===== config.mk =====
export PLATFORM = sky130hd
export DESIGN_NAME = prio_mux8_sched
export DESIGN_NICKNAME = d
export VERILOG_FILES = /design/src/rtl/jet_sched_pkg.sv /design/src/rtl/prio_enc8.sv /design/src/rtl/prio_mux8_sched.sv
export SDC_FILE = /design/constraint.sdc
export NUM_CORES = 1
export LEC_CHECK = 0
export CORE_MARGIN = 8
export CORE_UTILIZATION = 53
export DETAILED_ROUTE_END_ITERATION = 10
export HOLD_SLACK_MARGIN = 0.08
export PLACE_DENSITY = 0.8
export SETUP_SLACK_MARGIN = 0.2
export SYNTH_ARGS = -nofsm -noshare
export SYNTH_HDL_FRONTEND = slang
export SYNTH_SLANG_ARGS = --single-unit

===== constraint.sdc =====
create_clock -name clk -period 3.65 [get_ports clk]
set_input_delay 0.5475 -clock clk [delete_from_list [all_inputs] [get_ports clk]]
set_output_delay 0.5475 -clock clk [all_outputs]
set_load 0.05 [all_outputs]

===== src/rtl/jet_sched_pkg.sv =====
// Shared constants and FSM encoding for the jet-finding mux scheduler.
package jet_sched_pkg;
  localparam logic [3:0] SEL_IDLE = 4'b1000;
  localparam int         N_IN     = 8;

  typedef enum logic [1:0] {
    IDLE = 2'd0,
    SCAN = 2'd1,
    DONE = 2'd2
  } state_t;
endpackage


===== src/rtl/prio_enc8.sv =====
// Combinational lowest-set-bit encoder for an 8-bit request vector.
module prio_enc8
  import jet_sched_pkg::*;
(
  input  logic [7:0] in,
  output logic [2:0] idx,
  output logic       any
);
  always_comb begin
    idx = '0;
    // Scan downward so the lowest set bit is the last one written.
    for (int i = N_IN - 1; i >= 0; i--) begin
      if (in[i]) idx = 3'(i);
    end
  end

  assign any = |in;
endmodule


===== src/rtl/prio_mux8_sched.sv =====
// Frame scheduler: issues one registered prio_mux8 select per cycle, lowest
// pending request first, with valid/index/last flags aligned to the mux output.
module prio_mux8_sched
  import jet_sched_pkg::*;
#(
  parameter int MAX_GRANTS = 8
) (
  input  logic       clk,
  input  logic       rst,
  input  logic       start,
  input  logic [7:0] req,
  output logic [3:0] sel,
  output logic       sel_vld,
  output logic       o_valid,
  output logic [2:0] o_idx,
  output logic       o_last,
  output logic       done,
  output logic [3:0] o_cnt,
  output logic       busy
);
  state_t     state, state_nxt;
  logic [7:0] pend;
  logic [3:0] cnt;
  logic       sel_last;

  logic [2:0] p;
  logic       any;
  logic [7:0] pend_clr;
  logic [3:0] cnt_inc;
  logic       final_grant;
  logic       accept;

  prio_enc8 u_enc (
    .in  (pend),
    .idx (p),
    .any (any)
  );

  assign pend_clr    = pend & ~(8'b1 << p);
  assign cnt_inc     = cnt + 4'd1;
  assign final_grant = !any || (pend_clr == 8'd0) || (cnt_inc == 4'(MAX_GRANTS));
  assign accept      = start && (state != SCAN);
  assign busy        = (state != IDLE);

  always_ff @(posedge clk) begin
    if (rst) state <= IDLE;
    else     state <= state_nxt;
  end

  always_comb begin
    // NOTE: default first so every path assigns state_nxt and no latch is inferred.
    state_nxt = state;
    case (state)
      IDLE:    if (start) state_nxt = (req != 8'd0) ? SCAN : DONE;
      SCAN:    if (final_grant) state_nxt = DONE;
      DONE:    if (start) state_nxt = (req != 8'd0) ? SCAN : DONE;
                else       state_nxt = IDLE;
      default: state_nxt = IDLE;
    endcase
  end

  // NOTE: non-blocking assignments keep every register sampling pre-edge values.
  always_ff @(posedge clk) begin
    if (rst) begin
      pend     <= '0;
      cnt      <= '0;
      sel      <= SEL_IDLE;
      sel_vld  <= 1'b0;
      sel_last <= 1'b0;
      o_valid  <= 1'b0;
      o_idx    <= '0;
      o_last   <= 1'b0;
      done     <= 1'b0;
      o_cnt    <= '0;
    end else begin
      o_valid <= sel_vld;
      o_idx   <= sel[2:0];
      o_last  <= sel_last;
      done    <= (state == DONE);
      if (state == SCAN) begin
        sel      <= {1'b0, p};
        sel_vld  <= any;
        sel_last <= final_grant;
        pend     <= pend_clr;
        cnt      <= cnt_inc;
      end else begin
        sel      <= SEL_IDLE;
        sel_vld  <= 1'b0;
        sel_last <= 1'b0;
        if (state == DONE) o_cnt <= cnt;
        if (accept) begin
          pend <= req;
          cnt  <= '0;
        end
      end
    end
  end
endmodule


==> results of run 1 <==
[registers in the layout, summed over array words and instances (netlist names)]
name and flops:
o_idx 3, sel_vld 1, pend 8, o_valid 1, sel 4, cnt 4, o_cnt 4, o_last 1
sel_last 1, state 2, done 1
[cell families after synthesis]
family | count (synthesis) | share of synthesized area, %
fa+ha+maj | 1 | 0.983
flops | 30 | 47.2
mux | 5 | 3.93
simple gates | 56 | 23.8
buf+inv | 11 | 3.34
compound gates | 44 | 20.7
[where the power goes]
part	internal [mW]	leakage, nW	switching [mW]
registers	0.340	0.244	0.0137
logic	0.0472	0.302	0.0695
clock network	0.0924	0.0343	0.115
total	0.480	0.580	0.198
[Yosys cell counts, types with 2 or more instances]
cell,number
nor3_1,3
a21oi_1,17
nor2_1,17
nand2_1,11
nand3b_1,2
nor2b_1,8
clkbuf_1,4
nor4_1,2
a31oi_1,2
o211ai_1,2
nand3_1,3
inv_1,5
a211oi_1,4
and2_1,3
mux2i_1,5
dfxtp_1,30
o21ai_0,11
[per-stage QoR]
| step | area, µm² | worst slack, ns | cells | util [%] | hold slack [ns] |
|---|---|---|---|---|---|
| floorplan | 1270 | 2.22 | 147 | - | 0.414 |
| global placement | 1550 | 1.64 | 196 | 69.5 | 0.419 |
| detailed placement | 1550 | 1.62 | 196 | 69.5 | 0.426 |
| CTS | 1620 | 1.39 | 204 | 72.3 | 0.447 |
| global route | 1620 | 1.32 | 204 | 72.3 | 0.463 |
| finish | 1620 | 1.41 | 204 | 72.3 | 0.444 |
[metal layers]
layer | track usage (%) | routed length [µm]
met1 | 17.0 | 1290
met2 | 23.2 | 1390
met3 | 6.36 | 218
met4 | 10.6 | 69
met5 | 0 | 0
[cell type report]
class	instances	area, µm²
fill	182	618
clock buffer	6	51.3
timing repair buffer	27	268
sequential	30	601
tap	28	35.0
multi-input combinational	106	629
inverter	5	18.8
clock inverter	2	12.5
[worst paths after layout]
path | cells past startpoint | endpoint | slack [ns]
max reg2reg | 4 | pend[7] | 2.01
min reg2reg | 1 | o_last | 0.44
min | 1 | o_last | 0.44
max | 2 | busy | 1.41
==> flow_metrics.env, run 1 <==
export IMPL_status="finished, final reports clean"
export IMPL_cap_violations=0
export IMPL_finalHoldViolations=0
export IMPL_rsz0062_at_grt="false"
export IMPL_area_delta_synth_final_pct=26.9
export IMPL_p_leak_nw=0.580
export IMPL_min_from="sel_last"
export IMPL_max_stage_delay_ns=0.79
export IMPL_dieArea_um2=4230
export IMPL_drt_pass1_iter_count=4
export IMPL_required_ns=3.10
export IMPL_period_minus_slack_ns=2.24
export IMPL_cp_data_arrival_time_ns=1.70
export IMPL_critPathCaptureType="output pin"
export IMPL_drt_wirelength_per_cell_um=14.5
export IMPL_worstSetupStartpointType="register"
export IMPL_drv_slew=0
export IMPL_setup_viol=0
export IMPL_p_total_mw=0.678
export IMPL_row_count=17
export IMPL_fin_skew_ns=0.00820
export IMPL_portBuffers=26
export IMPL_clkLatencyLatePin_ns=0.33
export IMPL_grt_pass1_vias=1117
export IMPL_cts_sinks=30
export IMPL_path_delay_family="buffers and inverters"
export IMPL_path_max_fanout=5
export IMPL_route_detailed_drc=0
export IMPL_grt_max_degree=26
export IMPL_synth_area_leaders="dfxtp_1 47%, a21oi_1 6.7%, nor2_1 5.0%, o21ai_0 4.3%, mux2i_1 3.9%"
export IMPL_die_h_um=65
export IMPL_synth_top_area_share_pct=47.2
export IMPL_syn_inst=147
export IMPL_ys_warn_count=0
export IMPL_p_per_area_nw_per_um2=420
export IMPL_crit_slowest_cell="clkdlybuf4s50_1"
export IMPL_synth_ff_type="dfxtp_1"
export IMPL_cts_path_max_buffers=2
export IMPL_ant_nets=0
export IMPL_cp_startpoint="state[0]"
export IMPL_grt_ovfl_total=0
export IMPL_min_path_type="reg2reg"
export IMPL_drive_above_1_share_pct=7.95
export IMPL_gp_congestion=0.879
export IMPL_detailroute_via_count=1124
export IMPL_fp_dieW_um=65
export IMPL_post_cts_buffers=0
export IMPL_clk_pin_slew_ns=0.09
export IMPL_layout_common_cells="30 x dfxtp_1, 26 x clkdlybuf4s50_1, 17 x nor2_1, 17 x a21oi_1"
export IMPL_ys_ff_latch=30
export IMPL_layout_commonest_cell="dfxtp_1"
export IMPL_yosysTopAreaCell="dfxtp_1"
export IMPL_first_iter_violations=46
export IMPL_crit_chain="or2_2, clkdlybuf4s50_1"
export IMPL_gr_usage_all_layers_pct=15.3
export IMPL_synth_seq_area_share_pct=47.2
export IMPL_synthesis_area_per_instance_um2=8.66
export IMPL_synth_edf_count=0
export IMPL_viasPerCell=5.51
export IMPL_wirelength_mm=2.97
export IMPL_critical_path_buf_inv_count=1
export IMPL_finalCritPeriodShare_pct=61.5
export IMPL_cts_hold_buf=0
export IMPL_start_util_pct=57.0
export IMPL_clock_root_buffer="clkbuf_4"
export IMPL_dp_hpwl_mm=2.06
export IMPL_synthesis_nets=159
export IMPL_peakVddDrop_uv=376
export IMPL_nNetsFinal=187
export IMPL_setup_tns_ns=0
export IMPL_slew_headroom_pct=59.7
export IMPL_cts_buffers=5
export IMPL_worst_pin_slew_ns=0.603
export IMPL_max_freq_mhz=446
export IMPL_path_class="reg2out"
export IMPL_syn_area_um2=1270
export IMPL_cts_resized=0
export IMPL_ys_types=35
export IMPL_antenna_found_initial=0
export IMPL_ios=27
export IMPL_cts_tree="yes"
export IMPL_r2r_start="state[0]"
export IMPL_num_antenna_cells=0
export IMPL_core_area_um2=2230
export IMPL_grt_pass1_wl_mm=5.02
export IMPL_h_tree_depth=2
export IMPL_postSynth_asyncResetShare_pct=0
(Power assumes the default switching activity.)
==> run 2, diff against run 1 <==
CORE_UTILIZATION = 49   (was 53)
PLACE_DENSITY = 0.74   (was 0.8)
clock period = 2.15 ns   (was 3.65 ns; I/O delays follow)
==> flow_metrics.env, run 2 (synthesis results as in run 1) <==
export IMPL_min_from="sel_last"
export IMPL_drv_slew=0
export IMPL_cap_violations=0
export IMPL_rsz0062_at_grt="false"
export IMPL_cp_startpoint="o_cnt[1]"
export IMPL_clock_root_buffer="clkbuf_4"
export IMPL_layout_commonest_cell="dfxtp_1"
export IMPL_h_tree_depth=2
export IMPL_cts_path_max_buffers=2
export IMPL_max_freq_mhz=555
export IMPL_drt_pass1_iter_count=4
export IMPL_viasPerCell=5.57
export IMPL_max_stage_delay_ns=0.81
export IMPL_clkLatencyLatePin_ns=0.33
export IMPL_post_cts_buffers=0
export IMPL_cts_hold_buf=0
export IMPL_fin_worst_hold_slack_ns=0.440
export IMPL_dieArea_um2=4480
export IMPL_gp_congestion=0.843
export IMPL_nNetsFinal=188
export IMPL_detailroute_via_count=1152
export IMPL_antenna_found_initial=0
export IMPL_regToRegEndpoint="state[0]"
export IMPL_critical_path_cell_count=1
export IMPL_num_antenna_cells=0
export IMPL_finalHoldViolations=0
export IMPL_r2r_start="pend[0]"
export IMPL_peakVddDrop_uv=533
export IMPL_setup_tns_ns=0
export IMPL_cts_tree="yes"
export IMPL_fp_dieW_um=67.0
export IMPL_top_register="pend"
export IMPL_drt_wirelength_per_cell_um=13.6
export IMPL_worst_pin_slew_ns=0.582
export IMPL_cts_sinks=30
export IMPL_grt_ovfl_total=0
export IMPL_die_h_um=67.0
export IMPL_largest_reg_flops=8
export IMPL_path_delay_family="buffers and inverters"
export IMPL_dp_hpwl_mm=2.05
export IMPL_layout_common_cells="30 x dfxtp_1, 25 x clkdlybuf4s50_1, 17 x nor2_1, 17 x a21oi_1"
export IMPL_dp_cells=199
export IMPL_setup_viol=0
export IMPL_finalCritPeriodShare_pct=83.8
export IMPL_p_leak_nw=0.589
export IMPL_grt_pass1_vias=1108
export IMPL_required_ns=1.83
export IMPL_ios=27
export IMPL_row_count=18
export IMPL_cts_resized=1
export IMPL_path_max_fanout=2
export IMPL_p_per_area_nw_per_um2=704
export IMPL_start_util_pct=51.4
export IMPL_min_path_type="reg2reg"
export IMPL_fill_cells=217
export IMPL_p_total_mw=1.14
export IMPL_period_minus_slack_ns=1.80
export IMPL_cts_buffers=5
export IMPL_endpoint="o_cnt[1]"
export IMPL_wirelength_mm=2.82
export IMPL_route_detailed_drc=0
export IMPL_path_class="reg2out"
export IMPL_area_delta_synth_final_pct=27.3
export IMPL_cp_data_arrival_time_ns=1.48
export IMPL_ant_nets=0
export IMPL_slew_headroom_pct=61.1
export IMPL_reg2reg_depth=4
export IMPL_fin_skew_ns=0.0106
export IMPL_crit_slowest_cell="clkdlybuf4s50_1"
export IMPL_portBuffers=26
export IMPL_crit_chain="clkdlybuf4s50_1"
export IMPL_core_area_um2=2480
export IMPL_grt_max_degree=25
export IMPL_reg2reg_slack_ns=0.48
export IMPL_status="finished, final reports clean"
export IMPL_grt_pass1_wl_mm=4.78
export IMPL_worstSetupStartpointType="register"
export IMPL_clk_pin_slew_ns=0.08
export IMPL_fin_cells=207
export IMPL_gr_usage_all_layers_pct=13.9
export IMPL_first_iter_violations=57
export IMPL_drive_above_1_share_pct=7.91
export IMPL_critical_path_buf_inv_count=1
export IMPL_critPathCaptureType="output pin"
run 2: through the flow:
stage	util [%]	setup slack [ns]	cell area [µm²]
after global routing	65.4	0.290	1620
after global placement	63.0	0.387	1560
final	65.4	0.349	1620
after detailed placement	63.0	0.366	1560
after CTS	65.4	0.331	1620
after floorplan	-	0.724	1270
run 2: power by group:
group	leakage, nW	total [mW]	internal (mW)	switching, mW
logic	0.310	0.196	0.0804	0.116
clock network	0.0353	0.344	0.158	0.186
registers	0.244	0.601	0.577	0.0237
run 2: metal layers:
layer  vias up  global-route usage, %  wire length, µm
li1        571                      -                -
met1       533                   16.0             1260
met2        41                   21.9             1270
met3         7                   4.53              227
met4         0                   8.62               57
met5         -                      0                0
run 2: worst min-delay path by stage:
| stage | to | slack [ns] | cells after the start |
|---|---|---|---|
| after floorplan | o_last | 0.41 | 1 |
| after global placement | o_last | 0.42 | 1 |
| after detailed placement | o_last | 0.42 | 1 |
| after CTS | o_last | 0.44 | 1 |
| after global routing | o_last | 0.48 | 1 |
| final | o_last | 0.44 | 1 |
run 2: layout make-up:
class                           instances  area (µm²)  share of cell area (%)
Clock buffer                            7        55.1                    3.40
Clock inverter                          1        5.00                   0.309
Inverter                                5        18.8                    1.16
Multi-Input combinational cell        106         629                    38.8
Sequential cell                        30         601                    37.1
Tap cell                               30        37.5                    2.32
Timing Repair Buffer                   28         274                    16.9
